File: src/rtl/fifo_ext.sv
// fifo_ext: single-clock elastic buffer with arbitrary depth, almost-full /
// almost-empty thresholds, enqueue-on-full when a dequeue happens in the same cycle,
// sticky overflow/underflow flags and an occupancy high-water mark.
module fifo_ext #(
    parameter int p_WORD_LEN      = 8,
    parameter int p_FIFO_SIZE     = 8,
    parameter int p_AFULL_THRESH  = 6,
    parameter int p_AEMPTY_THRESH = 2,
    localparam int AW = (p_FIFO_SIZE > 2) ? $clog2(p_FIFO_SIZE) : 1,
    localparam int LW = $clog2(p_FIFO_SIZE + 1)
) (
    input  logic                  i_clk,
    input  logic                  i_reset,
    input  logic [p_WORD_LEN-1:0] i_enq_data,
    input  logic                  i_enq_en,
    output logic                  o_enq_rdy,
    output logic [p_WORD_LEN-1:0] o_out_data,
    input  logic                  i_deq_en,
    output logic                  o_deq_rdy,
    output logic                  o_full,
    output logic                  o_empty,
    output logic                  o_almost_full,
    output logic                  o_almost_empty,
    output logic [LW-1:0]         o_len,
    output logic [LW-1:0]         o_max_len,
    output logic                  o_overflow,
    output logic                  o_underflow,
    input  logic                  i_clr_err
);

    localparam logic [AW-1:0] LAST_ADDR = AW'(p_FIFO_SIZE - 1);
    localparam logic [LW-1:0] SIZE_L    = LW'(p_FIFO_SIZE);
    localparam logic [LW-1:0] AFULL_L   = LW'(p_AFULL_THRESH);
    localparam logic [LW-1:0] AEMPTY_L  = LW'(p_AEMPTY_THRESH);

    logic [p_WORD_LEN-1:0] mem [p_FIFO_SIZE];
    logic [AW-1:0]         head;
    logic [AW-1:0]         tail;
    logic [LW-1:0]         len;
    logic [LW-1:0]         len_nxt;
    logic                  enq_acc;
    logic                  deq_acc;

    // Status decode of the registered occupancy and request acceptance.
    always_comb begin
        o_full         = (len == SIZE_L);
        o_empty        = (len == '0);
        o_almost_full  = (len >= AFULL_L);
        o_almost_empty = (len <= AEMPTY_L);
        o_len          = len;
        o_deq_rdy      = !o_empty;
        o_enq_rdy      = !o_full | i_deq_en;
        enq_acc        = i_enq_en & o_enq_rdy;
        deq_acc        = i_deq_en & !o_empty;
        o_out_data     = o_empty ? '1 : mem[tail];
    end

    // Next occupancy: simultaneous enqueue and dequeue leaves it unchanged.
    always_comb begin
        len_nxt = len;
        case ({enq_acc, deq_acc})
            2'b10:   len_nxt = len + 1'b1;
            2'b01:   len_nxt = len - 1'b1;
            default: len_nxt = len;
        endcase
    end

    // Storage write; contents are intentionally not reset.
    always_ff @(posedge i_clk) begin
        if (!i_reset && enq_acc) begin
            mem[head] <= i_enq_data;
        end
    end

    // Pointers wrap explicitly so any depth works, and the occupancy register.
    always_ff @(posedge i_clk) begin
        if (i_reset) begin
            head <= '0;
            tail <= '0;
            len  <= '0;
        end else begin
            if (enq_acc) head <= (head == LAST_ADDR) ? '0 : head + 1'b1;
            if (deq_acc) tail <= (tail == LAST_ADDR) ? '0 : tail + 1'b1;
            len <= len_nxt;
        end
    end

    // Sticky error flags (set beats clear) and the high-water mark.
    always_ff @(posedge i_clk) begin
        if (i_reset) begin
            o_overflow  <= 1'b0;
            o_underflow <= 1'b0;
            o_max_len   <= '0;
        end else begin
            if (i_enq_en && !enq_acc) o_overflow <= 1'b1;
            else if (i_clr_err)       o_overflow <= 1'b0;
            if (i_deq_en && o_empty)  o_underflow <= 1'b1;
            else if (i_clr_err)       o_underflow <= 1'b0;
            if (i_clr_err || (len_nxt > o_max_len)) o_max_len <= len_nxt;
        end
    end

endmodule

File: config.mk
export PLATFORM = sky130hd
export DESIGN_NAME = fifo_ext
export DESIGN_NICKNAME = d
export VERILOG_FILES = /design/src/rtl/fifo_ext.sv
export SDC_FILE = /design/constraint.sdc
export NUM_CORES = 1
export LEC_CHECK = 0
export ABC_AREA = 0
export CAP_MARGIN = 20
export CORE_ASPECT_RATIO = 0.9
export CORE_MARGIN = 3
export CORE_UTILIZATION = 50
export DETAILED_ROUTE_END_ITERATION = 7
export GPL_TIMING_DRIVEN = 1
export MAX_ROUTING_LAYER = met4
export PLACE_DENSITY = 0.86
export SETUP_SLACK_MARGIN = 0.4
export SYNTH_ARGS = -nofsm -noshare
export SYNTH_HDL_FRONTEND = slang
export SYNTH_SLANG_ARGS = --single-unit
File: constraint.sdc
create_clock -name i_clk -period 3.6 [get_ports i_clk]
set_input_delay 0.72 -clock i_clk [delete_from_list [all_inputs] [get_ports i_clk]]
set_output_delay 0.72 -clock i_clk [all_outputs]
set_load 0.005 [all_outputs]
==> impl_metrics.toml <==
[logic_synthesis]
yosysSeqAreaShare_pct = 65.8
synth_seq_cells = 83
synth_area_leaders = "edfxtp_1 (55%), dfxtp_1 (11%), mux4_2 (6.4%)"
synth_commonest_cells = "edfxtp_1 (64), dfxtp_1 (19), nand2_1 (17)"
yosysMostFrequentCell = "edfxtp_1"
synth_top_area_share_pct = 54.9
synth-async-reset-ratio_pct = 0
syn_area_per_cell_um2 = 16.1
synthCells = 217
synth_top_area_cell = "edfxtp_1"
synth_edf_count = 64
synthesis.nets = 242
synth_area_um2 = 3500
synth_ff_type = "edfxtp_1"
yosysWarnings = 0
ys_types = 43

[setup_path]
critPathLaunchType = "register"
worstPathRequired_ns = 3.85
crit_arrival_ns = 3.64
path_max_fanout = 6
worst-setup-path-type = "register to register"
end_kind = "register"

[sta]
rsz0062_at_grt = "yes"
fin_skew_ns = 0.00840
hold_viol = 0
worst_slew_pin_slew_ns = 0.712
finalCritPeriodShare_pct = 94.2
tns_ns = 0
holdWs_ns = 0.484
setup_viol = 0
fmax_mhz = 295
period_minus_slack_ns = 3.39
slew_headroom_pct = 52.4
maxSlewViolCount = 0

[grt]
track_usage_pct = 20.4
grt_pass1_vias = 2144
grt_pass1_wl_mm = 11.6
grt-ovfl-total = 0
grt_max_degree = 19
antenna_found_initial = 0

[floorplanning]
start_util_pct = 52.3
die-area_um2 = 8040
chipWidth_um = 94.2
fp-row-count = 28
ios = 37
core_area_um2 = 6690
die_height_um = 85.4

[routing]
viasPerCell = 5.62
ant_nets = 0
wirelength_mm = 7.66
drc = 0
dr.pass1.iters = 4
via_count = 2145
routedWlPerCell_um = 20.0
dr.first_iter.drc_count = 196

[cts]
ctsHtreeMaxLevel = 3
clk_latency_ns = 0.35
clk_transition_reported_paths_ns = 0.09
holdBufCountCts = 0
cts_inserted_buffers = 9
cts_root_buf = "clkbuf_8"
cts_buffer_depth = 2
cts_tree = "yes"
clock-sinks = 83

[final_layout]
drive_above_1_share_pct = 30.8
n_antenna_cell = 0
register_area_um2 = 2310
multiInputGateArea_um2 = 1280
fillers = 434
nets = 312
syn2layout_area_growth_pct = 29.2
finish.instance_area_um2 = 4520
finalNonFillerCells = 382

[placement]
globalplace.congestion = 0.889
portBuffers = 36
dpl_cell_area_um2 = 4100
dp_cells = 356
dp_hpwl_mm = 4.55

[power]
p_leak_nw = 1.57
design_power_total_mw = 3.38
ir_worst_vdd_v = 0.000674
p_per_area_nw_per_um2 = 748

[status]
outcome = "finished clean"

[min_path]
hold_path.class = "register to register"

[run]
max_cap_violations = 0
-- cell families after synthesis --
| family | share of synthesized area [%] |
|---|---|
| flops | 65.8 |
| simple gates | 8.80 |
| mux | 13.8 |
| compound gates | 3.65 |
| buf+inv | 2.68 |
| fa+ha+maj | 4.50 |
| xor+xnor | 0.751 |
-- cell type report --
type / instances / area share, %
Clock buffer: 11 / 2.90
Multi-Input combinational cell: 119 / 28.3
Tap cell: 90 / 2.49
Clock inverter: 5 / 1.38
Sequential cell: 83 / 51.1
Timing Repair Buffer: 67 / 13.2
Inverter: 7 / 0.664
-- stage by stage --
step                setup WS, ns  util [%]
global placement         -0.0541      61.3
CTS                        0.328      66.2
detailed placement        -0.191      61.3
finish                     0.210      67.6
floorplan                  0.390         -
global route              0.0712      67.6
-- worst max-delay path: stages, from the launching register on --
cell	delay, ns
dfxtp_4	0.35
or4_4	0.55
nand2_4	0.09
inv_4	0.04
ha_4	0.17
buf_4	0.14
fa_2	0.36
xnor2_2	0.15
o21ai_2	0.23
ha_4	0.26
a211oi_4	0.28
o21ai_2	0.13
a21oi_4	0.25
buf_6	0.13
a21o_1	0.10
a21oi_1	0.03
-- timing repair --
| action | CTS | global route |
|---|---|---|
| resized for setup | 19 | 12 |
| endpoints found under the hold margin | 0 | 0 |
| pin swaps | 14 | 11 |
| setup buffers | 6 | 4 |
| endpoints found under the setup margin | 4 | 4 |
-- final timing paths --
path	from	to	slack, ns	cells past startpoint
worst max-delay path	o_len[0]$_SDFF_PP0_	o_max_len[3]$_SDFFE_PP0P_	0.21	15
worst min-delay path	o_overflow$_SDFFE_PP0P_	o_overflow$_SDFFE_PP0P_	0.48	2
worst max register to register	o_len[0]$_SDFF_PP0_	o_max_len[3]$_SDFFE_PP0P_	0.21	15
worst min register to register	o_overflow$_SDFFE_PP0P_	o_overflow$_SDFFE_PP0P_	0.48	2
-- routing by layer --
metal / track usage, % / wire (um) / part of all wire, % / vias to the layer above
met2: 32.5 / 3930 / 51 / 81
met1: 26.6 / 3070 / 40 / 1069
li1: - / - / - / 975
met3: 4.34 / 448 / 5.9 / 20
met5: - / 0 / 0 / -
met4: 6.04 / 202 / 2.6 / 0
-- state kept, by name, indices dropped and copies added (netlist names), named ones only --
| name | flops |
|---|---|
| mem | 64 |
| o_len | 4 |
| tail | 3 |
| o_overflow | 1 |
| o_max_len | 4 |
| head | 3 |
| o_underflow | 1 |
-- power by group --
| part | internal (mW) | leakage, nW | switching (mW) |
|---|---|---|---|
| sequential | 1.10 | 0.735 | 0.0578 |
| clock | 0.325 | 0.0901 | 0.332 |
| combinational | 0.855 | 0.744 | 0.709 |
-- layout by cell type (no fill, tap or decap), types with 4 or more instances in the layout --
cell,synthesis,final
nand2_1,17,17
clkbuf_8,0,9
ha_1,11,6
dfxtp_1,19,16
buf_4,1,30
inv_1,6,4
mux2i_1,9,9
nor2_1,13,12
edfxtp_1,64,64
mux4_1,6,6
mux4_2,10,10
clkdlybuf4s50_1,0,35
ha_4,0,5
a21oi_1,11,9
No activity file was read; power rests on OpenSTA's default activity.
